`src/rtl/irrigation_pkg.sv`:
```
// Shared encodings and default timing for the irrigation valve sequencer.
// State codes are visible on the display path, so their values are fixed.
package irrigation_pkg;

  typedef enum logic [2:0] {
    StIdle     = 3'd0,
    StSprinkle = 3'd1,
    StDrip     = 3'd2,
    StCooldown = 3'd3,
    StRefill   = 3'd4,
    StFault    = 3'd5
  } state_e;

  localparam logic [1:0] LvlEmpty = 2'b00;
  localparam logic [1:0] LvlLow   = 2'b01;
  localparam logic [1:0] LvlMid   = 2'b10;
  localparam logic [1:0] LvlFull  = 2'b11;

  localparam int unsigned TimerWidth = 6;

  localparam int unsigned DefSprinklerTime = 30;
  localparam int unsigned DefDripTime      = 20;
  localparam int unsigned DefSpecificTime  = 15;
  localparam int unsigned DefGapTime       = 5;
  localparam int unsigned DefRefillMax     = 60;

endpackage

```
`src/rtl/valve_sequencer_if.sv`:
```
// Request/level inputs and actuator/status outputs of the valve sequencer.
// master drives requests (decision logic side), slave is the sequencer.
interface valve_sequencer_if;
  import irrigation_pkg::*;

  logic                  one_hz;
  logic                  sprinkler_req;
  logic                  drip_req;
  logic                  specific_req;
  logic [1:0]            water_box;
  logic                  button;

  logic [2:0]            state;
  logic                  valve_sprinkler;
  logic                  valve_drip;
  logic                  pump_fill;
  logic                  fault;
  logic [TimerWidth-1:0] seconds_left;
  logic                  time_over;

  modport master (
    output one_hz, sprinkler_req, drip_req, specific_req, water_box, button,
    input  state, valve_sprinkler, valve_drip, pump_fill, fault, seconds_left, time_over
  );

  modport slave (
    input  one_hz, sprinkler_req, drip_req, specific_req, water_box, button,
    output state, valve_sprinkler, valve_drip, pump_fill, fault, seconds_left, time_over
  );

endinterface

```
`src/rtl/seconds_timer.sv`:
```
// Loadable 6-bit down-counter advanced by the 1 Hz tick; load beats tick.
// o_expire flags the tick that finishes the count (tick while count==1).
module seconds_timer
  import irrigation_pkg::*;
(
  input  logic                  clock_50MHz,
  input  logic                  reset_n,
  input  logic                  i_load,
  input  logic [TimerWidth-1:0] i_load_value,
  input  logic                  i_tick,
  output logic [TimerWidth-1:0] o_count,
  output logic                  o_expire
);

  logic [TimerWidth-1:0] r_count;

  always_ff @(posedge clock_50MHz or negedge reset_n) begin
    if (!reset_n) begin
      r_count <= '0;
    end else if (i_load) begin
      r_count <= i_load_value;
    end else if (i_tick && (r_count != '0)) begin
      r_count <= r_count - 1'b1;
    end
  end

  assign o_count  = r_count;
  assign o_expire = i_tick && (r_count == TimerWidth'(1));

endmodule

```
`src/rtl/valve_sequencer.sv`:
```
// Owns valve timing: mutually exclusive sprinkler/drip cycles, cooldown gaps,
// tank refill with timeout fault. Actuators decode from the registered state.
module valve_sequencer
  import irrigation_pkg::*;
#(
  parameter int unsigned SPRINKLER_TIME = DefSprinklerTime,
  parameter int unsigned DRIP_TIME      = DefDripTime,
  parameter int unsigned SPECIFIC_TIME  = DefSpecificTime,
  parameter int unsigned GAP_TIME       = DefGapTime,
  parameter int unsigned REFILL_MAX     = DefRefillMax
) (
  input logic               clock_50MHz,
  input logic               reset_n,
  valve_sequencer_if.slave  bus
);

  localparam logic [TimerWidth-1:0] LdSprinkle = TimerWidth'(SPRINKLER_TIME);
  localparam logic [TimerWidth-1:0] LdDrip     = TimerWidth'(DRIP_TIME);
  localparam logic [TimerWidth-1:0] LdSpecific = TimerWidth'(SPECIFIC_TIME);
  localparam logic [TimerWidth-1:0] LdGap      = TimerWidth'(GAP_TIME);
  localparam logic [TimerWidth-1:0] LdRefill   = TimerWidth'(REFILL_MAX);

  state_e                r_state;
  logic                  r_valve_sprinkler;
  logic                  r_valve_drip;
  logic                  r_pump_fill;
  logic                  r_fault;
  logic                  r_time_over;

  logic                  r_btn_meta;
  logic                  r_btn_sync;
  logic                  r_btn_prev;
  logic                  w_btn_pulse;

  state_e                w_next_state;
  logic                  w_time_over;
  logic                  w_load;
  logic [TimerWidth-1:0] w_load_value;
  logic [TimerWidth-1:0] w_count;
  logic                  w_expire;
  logic                  w_empty;

  // Two-flop synchronizer, then edge register; pulse is valid the cycle after sync.
  always_ff @(posedge clock_50MHz or negedge reset_n) begin
    if (!reset_n) begin
      r_btn_meta <= 1'b0;
      r_btn_sync <= 1'b0;
      r_btn_prev <= 1'b0;
    end else begin
      r_btn_meta <= bus.button;
      r_btn_sync <= r_btn_meta;
      r_btn_prev <= r_btn_sync;
    end
  end

  assign w_btn_pulse = r_btn_sync && !r_btn_prev;
  assign w_empty     = (bus.water_box == LvlEmpty);

  always_comb begin
    w_next_state = r_state;
    w_time_over  = 1'b0;
    unique case (r_state)
      StIdle: begin
        if (w_empty) begin
          w_next_state = StRefill;
        end else if (bus.sprinkler_req && (bus.water_box >= LvlMid)) begin
          w_next_state = StSprinkle;
        end else if (bus.drip_req || (bus.sprinkler_req && (bus.water_box == LvlLow))) begin
          w_next_state = StDrip;
        end
      end
      StSprinkle, StDrip: begin
        // Empty tank outranks the button, which outranks normal expiry.
        if (w_empty) begin
          w_next_state = StRefill;
        end else if (w_btn_pulse) begin
          w_next_state = StCooldown;
        end else if (w_expire) begin
          w_next_state = StCooldown;
          w_time_over  = 1'b1;
        end
      end
      StCooldown: begin
        if (w_expire) begin
          w_next_state = StIdle;
        end
      end
      StRefill: begin
        if (bus.water_box == LvlFull) begin
          w_next_state = StCooldown;
        end else if (w_expire) begin
          w_next_state = StFault;
        end
      end
      StFault: begin
        if (w_btn_pulse) begin
          w_next_state = StIdle;
        end
      end
      default: begin
        w_next_state = StIdle;
      end
    endcase
  end

  // Every transition reloads the timer; untimed states load 0 so seconds_left reads 0.
  always_comb begin
    w_load       = (w_next_state != r_state);
    w_load_value = '0;
    unique case (w_next_state)
      StSprinkle: w_load_value = LdSprinkle;
      StDrip:     w_load_value = bus.specific_req ? LdSpecific : LdDrip;
      StCooldown: w_load_value = LdGap;
      StRefill:   w_load_value = LdRefill;
      default:    w_load_value = '0;
    endcase
  end

  seconds_timer u_timer (
    .clock_50MHz  (clock_50MHz),
    .reset_n      (reset_n),
    .i_load       (w_load),
    .i_load_value (w_load_value),
    .i_tick       (bus.one_hz),
    .o_count      (w_count),
    .o_expire     (w_expire)
  );

  always_ff @(posedge clock_50MHz or negedge reset_n) begin
    if (!reset_n) begin
      r_state           <= StIdle;
      r_valve_sprinkler <= 1'b0;
      r_valve_drip      <= 1'b0;
      r_pump_fill       <= 1'b0;
      r_fault           <= 1'b0;
      r_time_over       <= 1'b0;
    end else begin
      r_state           <= w_next_state;
      r_valve_sprinkler <= (w_next_state == StSprinkle);
      r_valve_drip      <= (w_next_state == StDrip);
      r_pump_fill       <= (w_next_state == StRefill);
      r_fault           <= (w_next_state == StFault);
      r_time_over       <= w_time_over;
    end
  end

  assign bus.state           = r_state;
  assign bus.valve_sprinkler = r_valve_sprinkler;
  assign bus.valve_drip      = r_valve_drip;
  assign bus.pump_fill       = r_pump_fill;
  assign bus.fault           = r_fault;
  assign bus.seconds_left    = w_count;
  assign bus.time_over       = r_time_over;

endmodule

```
`src/flat_wrapper.sv`:
```
// flat-port wrapper written by rule: the top's interface ports become plain ports
module valve_sequencer_flat import irrigation_pkg::*;
#(
  parameter int unsigned SPRINKLER_TIME = DefSprinklerTime,
  parameter int unsigned DRIP_TIME      = DefDripTime,
  parameter int unsigned SPECIFIC_TIME  = DefSpecificTime,
  parameter int unsigned GAP_TIME       = DefGapTime,
  parameter int unsigned REFILL_MAX     = DefRefillMax
)
  (clock_50MHz, reset_n, bus_one_hz, bus_sprinkler_req, bus_drip_req, bus_specific_req, bus_water_box, bus_button, bus_state, bus_valve_sprinkler, bus_valve_drip, bus_pump_fill, bus_fault, bus_seconds_left, bus_time_over);
  valve_sequencer_if bus_i ();
  input logic clock_50MHz;
  input logic reset_n;
  input wire logic [$bits(bus_i.one_hz)-1:0] bus_one_hz;
  input wire logic [$bits(bus_i.sprinkler_req)-1:0] bus_sprinkler_req;
  input wire logic [$bits(bus_i.drip_req)-1:0] bus_drip_req;
  input wire logic [$bits(bus_i.specific_req)-1:0] bus_specific_req;
  input wire logic [$bits(bus_i.water_box)-1:0] bus_water_box;
  input wire logic [$bits(bus_i.button)-1:0] bus_button;
  output wire logic [$bits(bus_i.state)-1:0] bus_state;
  output wire logic [$bits(bus_i.valve_sprinkler)-1:0] bus_valve_sprinkler;
  output wire logic [$bits(bus_i.valve_drip)-1:0] bus_valve_drip;
  output wire logic [$bits(bus_i.pump_fill)-1:0] bus_pump_fill;
  output wire logic [$bits(bus_i.fault)-1:0] bus_fault;
  output wire logic [$bits(bus_i.seconds_left)-1:0] bus_seconds_left;
  output wire logic [$bits(bus_i.time_over)-1:0] bus_time_over;
  assign bus_i.one_hz = bus_one_hz;
  assign bus_i.sprinkler_req = bus_sprinkler_req;
  assign bus_i.drip_req = bus_drip_req;
  assign bus_i.specific_req = bus_specific_req;
  assign bus_i.water_box = bus_water_box;
  assign bus_i.button = bus_button;
  assign bus_state = bus_i.state;
  assign bus_valve_sprinkler = bus_i.valve_sprinkler;
  assign bus_valve_drip = bus_i.valve_drip;
  assign bus_pump_fill = bus_i.pump_fill;
  assign bus_fault = bus_i.fault;
  assign bus_seconds_left = bus_i.seconds_left;
  assign bus_time_over = bus_i.time_over;
  valve_sequencer #(.SPRINKLER_TIME(SPRINKLER_TIME), .DRIP_TIME(DRIP_TIME), .SPECIFIC_TIME(SPECIFIC_TIME), .GAP_TIME(GAP_TIME), .REFILL_MAX(REFILL_MAX)) u_core (.clock_50MHz(clock_50MHz), .reset_n(reset_n), .bus(bus_i));
endmodule
```
`config.mk`:
```
export PLATFORM = sky130hd
export DESIGN_NAME = valve_sequencer_flat
export DESIGN_NICKNAME = d
export VERILOG_FILES = /design/src/rtl/irrigation_pkg.sv /design/src/rtl/valve_sequencer_if.sv /design/src/rtl/seconds_timer.sv /design/src/rtl/valve_sequencer.sv /design/src/flat_wrapper.sv
export SDC_FILE = /design/constraint.sdc
export NUM_CORES = 1
export LEC_CHECK = 0
export CAP_MARGIN = 20
export CORE_MARGIN = 2
export CORE_UTILIZATION = 35
export DETAILED_ROUTE_END_ITERATION = 8
export PLACE_DENSITY = 0.62
export SYNTH_ARGS = -nofsm -noshare
export SYNTH_HDL_FRONTEND = slang
export SYNTH_SLANG_ARGS = --single-unit
```
`constraint.sdc`:
```
create_clock -name clock_50MHz -period 6.82 [get_ports clock_50MHz]
set_input_delay 1.023 -clock clock_50MHz [delete_from_list [all_inputs] [get_ports clock_50MHz]]
set_output_delay 1.023 -clock clock_50MHz [all_outputs]
set_load 0.02 [all_outputs]
```
* Word level (Yosys, flattened, before mapping)
Index checks and enable logic that the tools add are counted.
** Storage, ports and cells
- Word-level logic and storage cells :: 57
- Flip-flop bits (word level) :: 17
- Bits of input ports :: 9
- Output and inout port bits :: 14
** Cells by class
- Magnitude comparators :: 1
- Mux-type cells :: 19
- Equality and inequality tests :: 14
- Reduce and logical (&&, ||, !) cells :: 12
- $add $sub $neg :: 1
** Operators by type and width (number)
- 2-to-1 mux 3 bit :: 10
- one-hot mux 6 bit (4 select lines) :: 1
- one-hot mux 3 bit (5 select lines) :: 1
- equality test 3 x 2 -> 1 bit (second input constant) :: 4
- equality test 3 bit (second input constant) :: 4
- 2-to-1 mux 6 bit :: 2
- equality test 3 x 1 -> 1 bit (second input constant) :: 2
- equality test 6 x 1 -> 1 bit (second input constant) :: 1
- nonzero test 6 bit :: 1
- subtractor 6 x 1 -> 6 bit (second input constant) :: 1
- logical AND 1 bit :: 5
- 2-to-1 mux 5 bit :: 1
- 2-to-1 mux 1 bit :: 4
- logical NOT 3 bit :: 1
- inequality test 3 bit :: 1
- equality test 2 x 1 -> 1 bit (second input constant) :: 1
- equality test 2 bit (second input constant) :: 1
- greater-or-equal comparator 2 bit (second input constant) :: 1
- logical NOT 2 bit :: 1
- nonzero test 2 bit :: 1
- OR reduction 2 bit :: 1
- logical NOT 1 bit :: 1
- logical OR 1 bit :: 1

* Logic depth before layout (Yosys ltp)
Gate-level depths: netlist (run 1).
- Word-level depth :: 10
- Depth in mapped cells :: 9
- Gate-level depth less buffers :: 9

* Hierarchy
A second synthesis (run 1) with hierarchy kept.
** Second synthesis, totals
- Cell total of the unflattened synthesis :: 113
- Area, all modules :: 1077.3 µm²
** By module, submodules not included
- valve_sequencer :: instances 1, cells each 63, seq. area each 275.3 µm², area an instance 635.6 µm²
- seconds_timer :: instances 1, cells each 50, seq. area each 150.1 µm², area an instance 441.7 µm²

* Least setup slack after synthesis (run 1)
Ideal clock, no wire load.
- Kind :: input-to-reg
- Start :: input bus_one_hz
- End :: register u_core.u_timer.r_count[1] (netlist: u_core.u_timer.o_count[1])
- Setup slack :: 4.257 ns
- Required time :: 6.741 ns
- Setup time :: 0.079 ns
- Stages :: 6
- Arrival time :: 2.483 ns
- Cell sequence :: and2_1 and2_2 o311ai_2 o21ai_0 a211oi_4 mux2i_1
** Between the ends
- Word-level cells in the longest chain between the ends :: 8
- Elaborated cells on any way between the ends :: 17
- Classes of those cells :: 5 x eq/ne; 9 x mux; 3 x reduce/logical
** Ends and longest elaborated chain
- from (decl) :: line flat_wrapper.sv:14 : input wire logic [$bits(bus_i.one_hz)-1:0] bus_one_hz;
- logical AND 1 bit :: line seconds_timer.sv:28 : assign o_expire = i_tick && (r_count == TimerWidth'(1));
- 2-to-1 mux 3 bit :: line valve_sequencer.sv:78 : end else if (w_expire) begin
- 2-to-1 mux 3 bit :: line valve_sequencer.sv:76 : end else if (w_btn_pulse) begin
- 2-to-1 mux 3 bit :: line valve_sequencer.sv:74 : if (w_empty) begin
- one-hot mux 3 bit (5 select lines) :: line valve_sequencer.sv:62 : unique case (r_state)
- equality test 3 bit (tied with other cells) :: line valve_sequencer.sv:110 : unique case (w_next_state)
- one-hot mux 6 bit (4 select lines) :: line valve_sequencer.sv:110
- 2-to-1 mux 6 bit :: line seconds_timer.sv:20 : end else if (i_load) begin
- to (signal assigned) :: line seconds_timer.sv:21 : r_count <= i_load_value;
- to (signal assigned) :: line seconds_timer.sv:23 : r_count <= r_count - 1'b1;
- to (decl) :: line seconds_timer.sv:15 : logic [TimerWidth-1:0] r_count;
Parallel ways exist; a longest one is shown, timed or not.
A chain may end at the register's enable or synchronous reset.

* Worst setup path after layout (run 1)
- Start :: input bus_one_hz
- End :: register u_core.u_timer.r_count[3] (netlist: u_core.u_timer.o_count[3])
Same word-level chain as after synthesis.

==> run metrics, run 1 <==
status=finished clean; Worst Hold Depth=0; Slew Viols, Final=0; maximum vdd drop=214 uV; FF-to-FF path depth=8; Seq/Total Area, Yosys=0.367; simple-gate share of the synthesized area=0.246; vias in the first global route=909; post-CTS sizing=0; Mapped Cells=116; worst slew pin tran=roughly 0.79 ns; Tot GR Track Use=0.158; pwr dens=489 mW/mm^2; setup bufs post-CTS=0; DP Area=0.00140 mm^2; main combinational cell family by area after synthesis=simple AND/OR/NAND/NOR gates; Pleak=0.000565 uW; main area contributors after synthesis=dfrtp_1, xor2_1, mux2i_1; Register Area=425 um^2; RSZ-0062 raised after global routing=false; Max clock buf depth=2; first-pass GRT wire length=4.38 mm; mux share of post-synthesis cell area=0.0346; setup TNS=0 ns; H-tree Lvls=1; crit path max-delay cell type=o311ai_2; GRT busiest layer=met1; initial drt markers=81; Critical Path Stages=7; DP HPWL=1.97 mm; DIE AREA=0.00379 mm^2; DR pass1 iterations=4; fin crit share=0.441; ys flop type=dfrtp_1; WP buf/inv=1; Synth top area share=0.367; Worst Path Class, Setup=in -> reg; Post-synth EDFFs=0; Antenna Cells=0; Syn Area/Cell=around 10 um^2; Synth Area in Compound Gates=0.230; GRT overflow=0; Util after Layout=0.459; Synth Area in Adders=0.0324; initial core utilization=0.373; met1 Use GR=0.235; Num CTS Buffers=3; share of layout cells above drive strength 1=0.132; max-cap viol count=0; critical path startpoint category=input port; delay-heaviest family, CP=compound AO/OA/AOI/OAI gates; DRC errors left=0; Async SR Flop Fraction=1.00; chip width=61.5 um; synthesis-to-finish area growth=23.0%; clock sinks=17; cell taking the most area after synthesis=dfrtp_1; Hold Vio Cnt, Final=0; NumNets Final=between 100 and 150; Cell Area, Synth=0.00116 mm^2; Skew-Pair Late Insertion Delay=about 0.28 ns; Post-Synth XOR/XNOR Area=0.0454; multi-input logic area=682 um^2; pin count of the biggest net entering global routing=19; max_slew headroom=0.470; Worst path max stage delay=0.47 ns; antenna violations before repair=0; Setup violations, final=0; GPL Wtd Cong=0.842; # IOs=23; die span in y=61.5 um; Std-Cell Rows=20; PortBufs=22; crit path max fanout=5; Post-CTS Hold Buffers=0; CP Capture Type=flip-flop; GRT met2 Usage=0.233; root buffer cell=clkbuf_4; post-synth net total=between 100 and 150; Fillers=323; WP data arrival=3.22 ns; per-cell routed wire length=14.2 um; cells along the critical path=clkdlybuf4s50_1, and2_1, and2_2, o311ai_2, o21ai_0, a211oi_4, mux2i_1; Netlist cell types=49; Post-Route WL=between 2 and 3 mm; yosys warns=0; fmax=roughly 330 MHz; Clock transition at path regs=0.10 ns; Via Count=just under 1,000; Synth Register Bits=17; Via density=5.34; hold slack=0.356 ns; CTS tree=built; core area=around 0.0031 mm^2; final non-filler cell area=0.00143 mm^2; Fin Clk Skew=0.00856 ns; Hold Crit Class=reg -> reg; Final min period=about 3 ns; number of routed nets with antenna violations=0; Worst EP required=~7 ns; M3 GR Usage=0.0189
## worst paths after layout
path | slack, ns | startpoint | endpoint
min in group asynchronous | 1.19 | reset_n | u_core.u_timer.o_count[5]
worst min-delay path | 0.36 | u_core.r_btn_meta | u_core.r_btn_sync
max in group asynchronous | 5.13 | reset_n | u_core.bus.state[2]
worst min register to register | 0.36 | u_core.r_btn_meta | u_core.r_btn_sync
worst max register to register | 4.29 | u_core.u_timer.o_count[1] | u_core.u_timer.o_count[3]
worst max-delay path | 3.81 | bus_one_hz | u_core.u_timer.o_count[3]
## final cells by class
class	instances	area share
multi-input cells	89	0.478
flip-flops and latches	17	0.299
repair buffers	22	0.155
well taps	44	0.0386
clock buffers	3	0.0158
inverters	4	0.0105
clock inverters	1	0.00351
## cell usage after synthesis, types with 2 or more instances
master	n
a21boi_0	2
a21oi_1	5
and2_1	2
and3_1	2
and3b_1	2
buf_2	5
dfrtp_1	17
ha_1	3
inv_1	3
mux2i_1	4
nand2_1	6
nand2b_1	2
nand3_1	2
nor2_1	6
nor2b_1	2
nor3_1	5
nor4_1	2
o21ai_0	7
o221ai_1	2
o311a_2	2
o31ai_1	2
or4b_1	2
xor2_1	5
## cell usage in the layout (no fill, tap or decap), types with 2 or more instances in the layout
| cell type | Yosys | layout |
|---|---|---|
| clkdlybuf4s50_1 | 0 | 22 |
| dfrtp_1 | 17 | 17 |
| o21ai_0 | 7 | 7 |
| nand2_1 | 6 | 6 |
| nor2_1 | 6 | 6 |
| xor2_1 | 5 | 5 |
| a21oi_1 | 5 | 5 |
| nor3_1 | 5 | 5 |
| mux2i_1 | 4 | 4 |
| inv_1 | 3 | 3 |
| ha_1 | 3 | 3 |
| clkbuf_4 | 0 | 3 |
| and2_1 | 2 | 2 |
| and3b_1 | 2 | 2 |
| nand3_1 | 2 | 2 |
| nand2b_1 | 2 | 2 |
| o311a_2 | 2 | 2 |
| and3_1 | 2 | 2 |
| a21boi_0 | 2 | 2 |
| nor2b_1 | 2 | 2 |
| nor4_1 | 2 | 2 |
| o221ai_1 | 2 | 2 |
| o31ai_1 | 2 | 2 |
| or4b_1 | 2 | 2 |
## metrics by stage
step                std cells  power, uW  setup WS [ns]
finish                    180        697           3.81
global route              180        765           3.65
CTS                       180        706           3.81
detailed placement        176        648           3.52
global placement          176        642           3.53
floorplan                 116        520           4.26
## report_power, final
| group | switching, uW | internal [uW] | total (uW) |
|---|---|---|---|
| Combinational | 232 | 208 | 440 |
| Clock | 30.6 | 21.7 | 52.3 |
| Sequential | 66.5 | 138 | 205 |
| Total | 329 | 368 | 697 |
## registers in the layout, summed over array words and instances (netlist names)
register	flops
u_core.bus.time_over	1
u_core.r_btn_meta	1
u_core.bus.state	3
u_core.bus.pump_fill	1
u_core.r_btn_sync	1
u_core.bus.valve_drip	1
u_core.u_timer.o_count	6
u_core.bus.valve_sprinkler	1
u_core.r_btn_prev	1
u_core.bus.fault	1
## per-layer routing
layer	wire [um]	vias up
li1	-	480
met1	1230	457
met2	1210	22
met3	77	2
met4	34	0
met5	0	-
## logic make-up after synthesis
logic type,Yosys count
XOR/XNOR,6
AND/OR/NAND/NOR,44
multiplexers,4
flip-flops,17
AO/OA/AOI/OAI,32
adder cells (fa/ha/maj),3
buffers and inverters,10
No activity file was read; power rests on OpenSTA's default activity.
==> inputs of run 2 (changes only) <==
Clock period 6.82 ns to 3.05 ns, I/O delays scaled along.
==> run metrics, run 2 (same netlist as run 1, synthesis figures left out) <==
Hold Vio Cnt, Final=0; DR WL met2=1.23 mm; CTS tree=built; fin cells=181; PortBufs=22; vias in the first global route=roughly 870; worst slew pin tran=roughly 0.77 ns; clock sinks=17; Worst EP required=3.28 ns; max_slew headroom=0.484; critical path startpoint category=flip-flop; Hold Crit Class=reg -> reg; hold slack=0.382 ns; hold_sp=u_core.r_btn_meta; setup TNS=0 ns; pwr dens=1100 mW/mm^2; Num CTS Buffers=3; first-pass GRT wire length=4.28 mm; M1 wire length=1.29 mm; pre-CTS setup slack=0.306 ns; initial drt markers=30; number of routed nets with antenna violations=0; Max clock buf depth=2; DIE AREA=around 0.0038 mm^2; setup ws final=0.527 ns; H-tree Lvls=1; fmax=between 300 and 400 MHz; Top Layer Used=met4; Via density=5.32; fin crit share=0.827; Post-Route WL=2.66 mm; crit path max fanout=5; NumNets Final=150; chip width=61.5 um; DP HPWL=2.02 mm; WP data arrival=2.75 ns; antenna violations before repair=0; die span in y=61.5 um; final non-filler cell area=around 0.0014 mm^2; Pleak=0.000570 uW; Antenna Cells=0; RR Startpoint=u_core.u_timer.o_count[1]; met3 wire len=80 um; Final min period=2.52 ns; Slew Viols, Final=0; # IOs=23; core area=about 0.0031 mm^2; commonest non-fill, non-tap cell in the layout=clkdlybuf4s50_1; Fillers=319; GRT overflow=0; DR pass1 iterations=4; pin count of the biggest net entering global routing=19; Clock transition at path regs=0.11 ns; Skew-Pair Late Insertion Delay=roughly 0.30 ns; DP Area=0.00141 mm^2; dpl cells=177; max-cap viol count=0; most frequent cells in the layout=clkdlybuf4s50_1, dfrtp_1, o21ai_0; CP Capture Type=flip-flop; GPL Wtd Cong=around 0.83; Worst Path Class, Setup=reg -> reg; Tot GR Track Use=0.158; Fin Clk Skew=around 0.012 ns; Std-Cell Rows=20; post-CTS sizing=0; initial core utilization=0.373; DRC errors left=0; Critical Path Start=u_core.u_timer.o_count[1]; max reg flops=6; root buffer cell=clkbuf_4; Setup violations, final=0; share of layout cells above drive strength 1=0.139; status=finished clean; Post-CTS Hold Buffers=0; RSZ-0062 raised after global routing=false; per-cell routed wire length=between 10 and 15 um; maximum vdd drop=508 uV; synthesis-to-finish area growth=23.6%; Via Count=between 900 and 1,000; setup bufs post-CTS=0
[run 2: cell types whose count changed in the layout (fill, tap and decap cells not counted)]
cell and delta:
buf_4 +1
[run 2: worst paths after layout]
| kind | cells after the start | to | slack (ns) |
|---|---|---|---|
| min reg2reg | 0 | u_core.r_btn_sync | 0.38 |
| max in group asynchronous | 1 | u_core.bus.time_over | 1.96 |
| min in group asynchronous | 1 | u_core.u_timer.o_count[1] | 0.60 |
| max | 8 | u_core.u_timer.o_count[4] | 0.53 |
| max reg2reg | 8 | u_core.u_timer.o_count[4] | 0.53 |
| min | 0 | u_core.r_btn_sync | 0.38 |
[run 2: final cells by class]
| type | instances | area (um^2) | share of cell area |
|---|---|---|---|
| Sequential cell | 17 | 425 | 0.297 |
| Clock inverter | 1 | 5.00 | 0.00349 |
| Multi-Input combinational cell | 89 | 682 | 0.476 |
| Timing Repair Buffer | 23 | 228 | 0.159 |
| Tap cell | 44 | 55.1 | 0.0384 |
| Inverter | 4 | 15.0 | 0.0105 |
| Clock buffer | 3 | 22.5 | 0.0157 |
[run 2: per-layer routing]
metal | global-route usage | vias up
li1 | - | 476
met1 | 0.227 | 465
met2 | 0.236 | 18
met3 | 0.0126 | 4
met4 | 0.0821 | 0
met5 | 0 | -
[run 2: stage by stage]
stage                     total power [uW]  utilization
final                                 1580        0.462
after global routing                  1720        0.462
after CTS                             1590        0.462
after detailed placement              1460        0.453
after global placement                1450        0.453
after floorplan                       1160            -
[run 2: worst max-delay path, stage by stage, from the launching register on]
cell	delay [ns]
dfrtp_1	0.40
inv_1	0.09
ha_1	0.19
and2_1	0.18
and2_2	0.21
o311ai_2	0.47
o21ai_0	0.26
a211oi_4	0.42
mux2i_1	0.23
[run 2: power breakdown]
group	internal, uW	switching [uW]	total [uW]	leakage, uW
clock network	48.8	73.4	122	0.0000177
logic	473	530	1000	0.000340
registers	309	148	457	0.000212
total	831	752	1580	0.000570
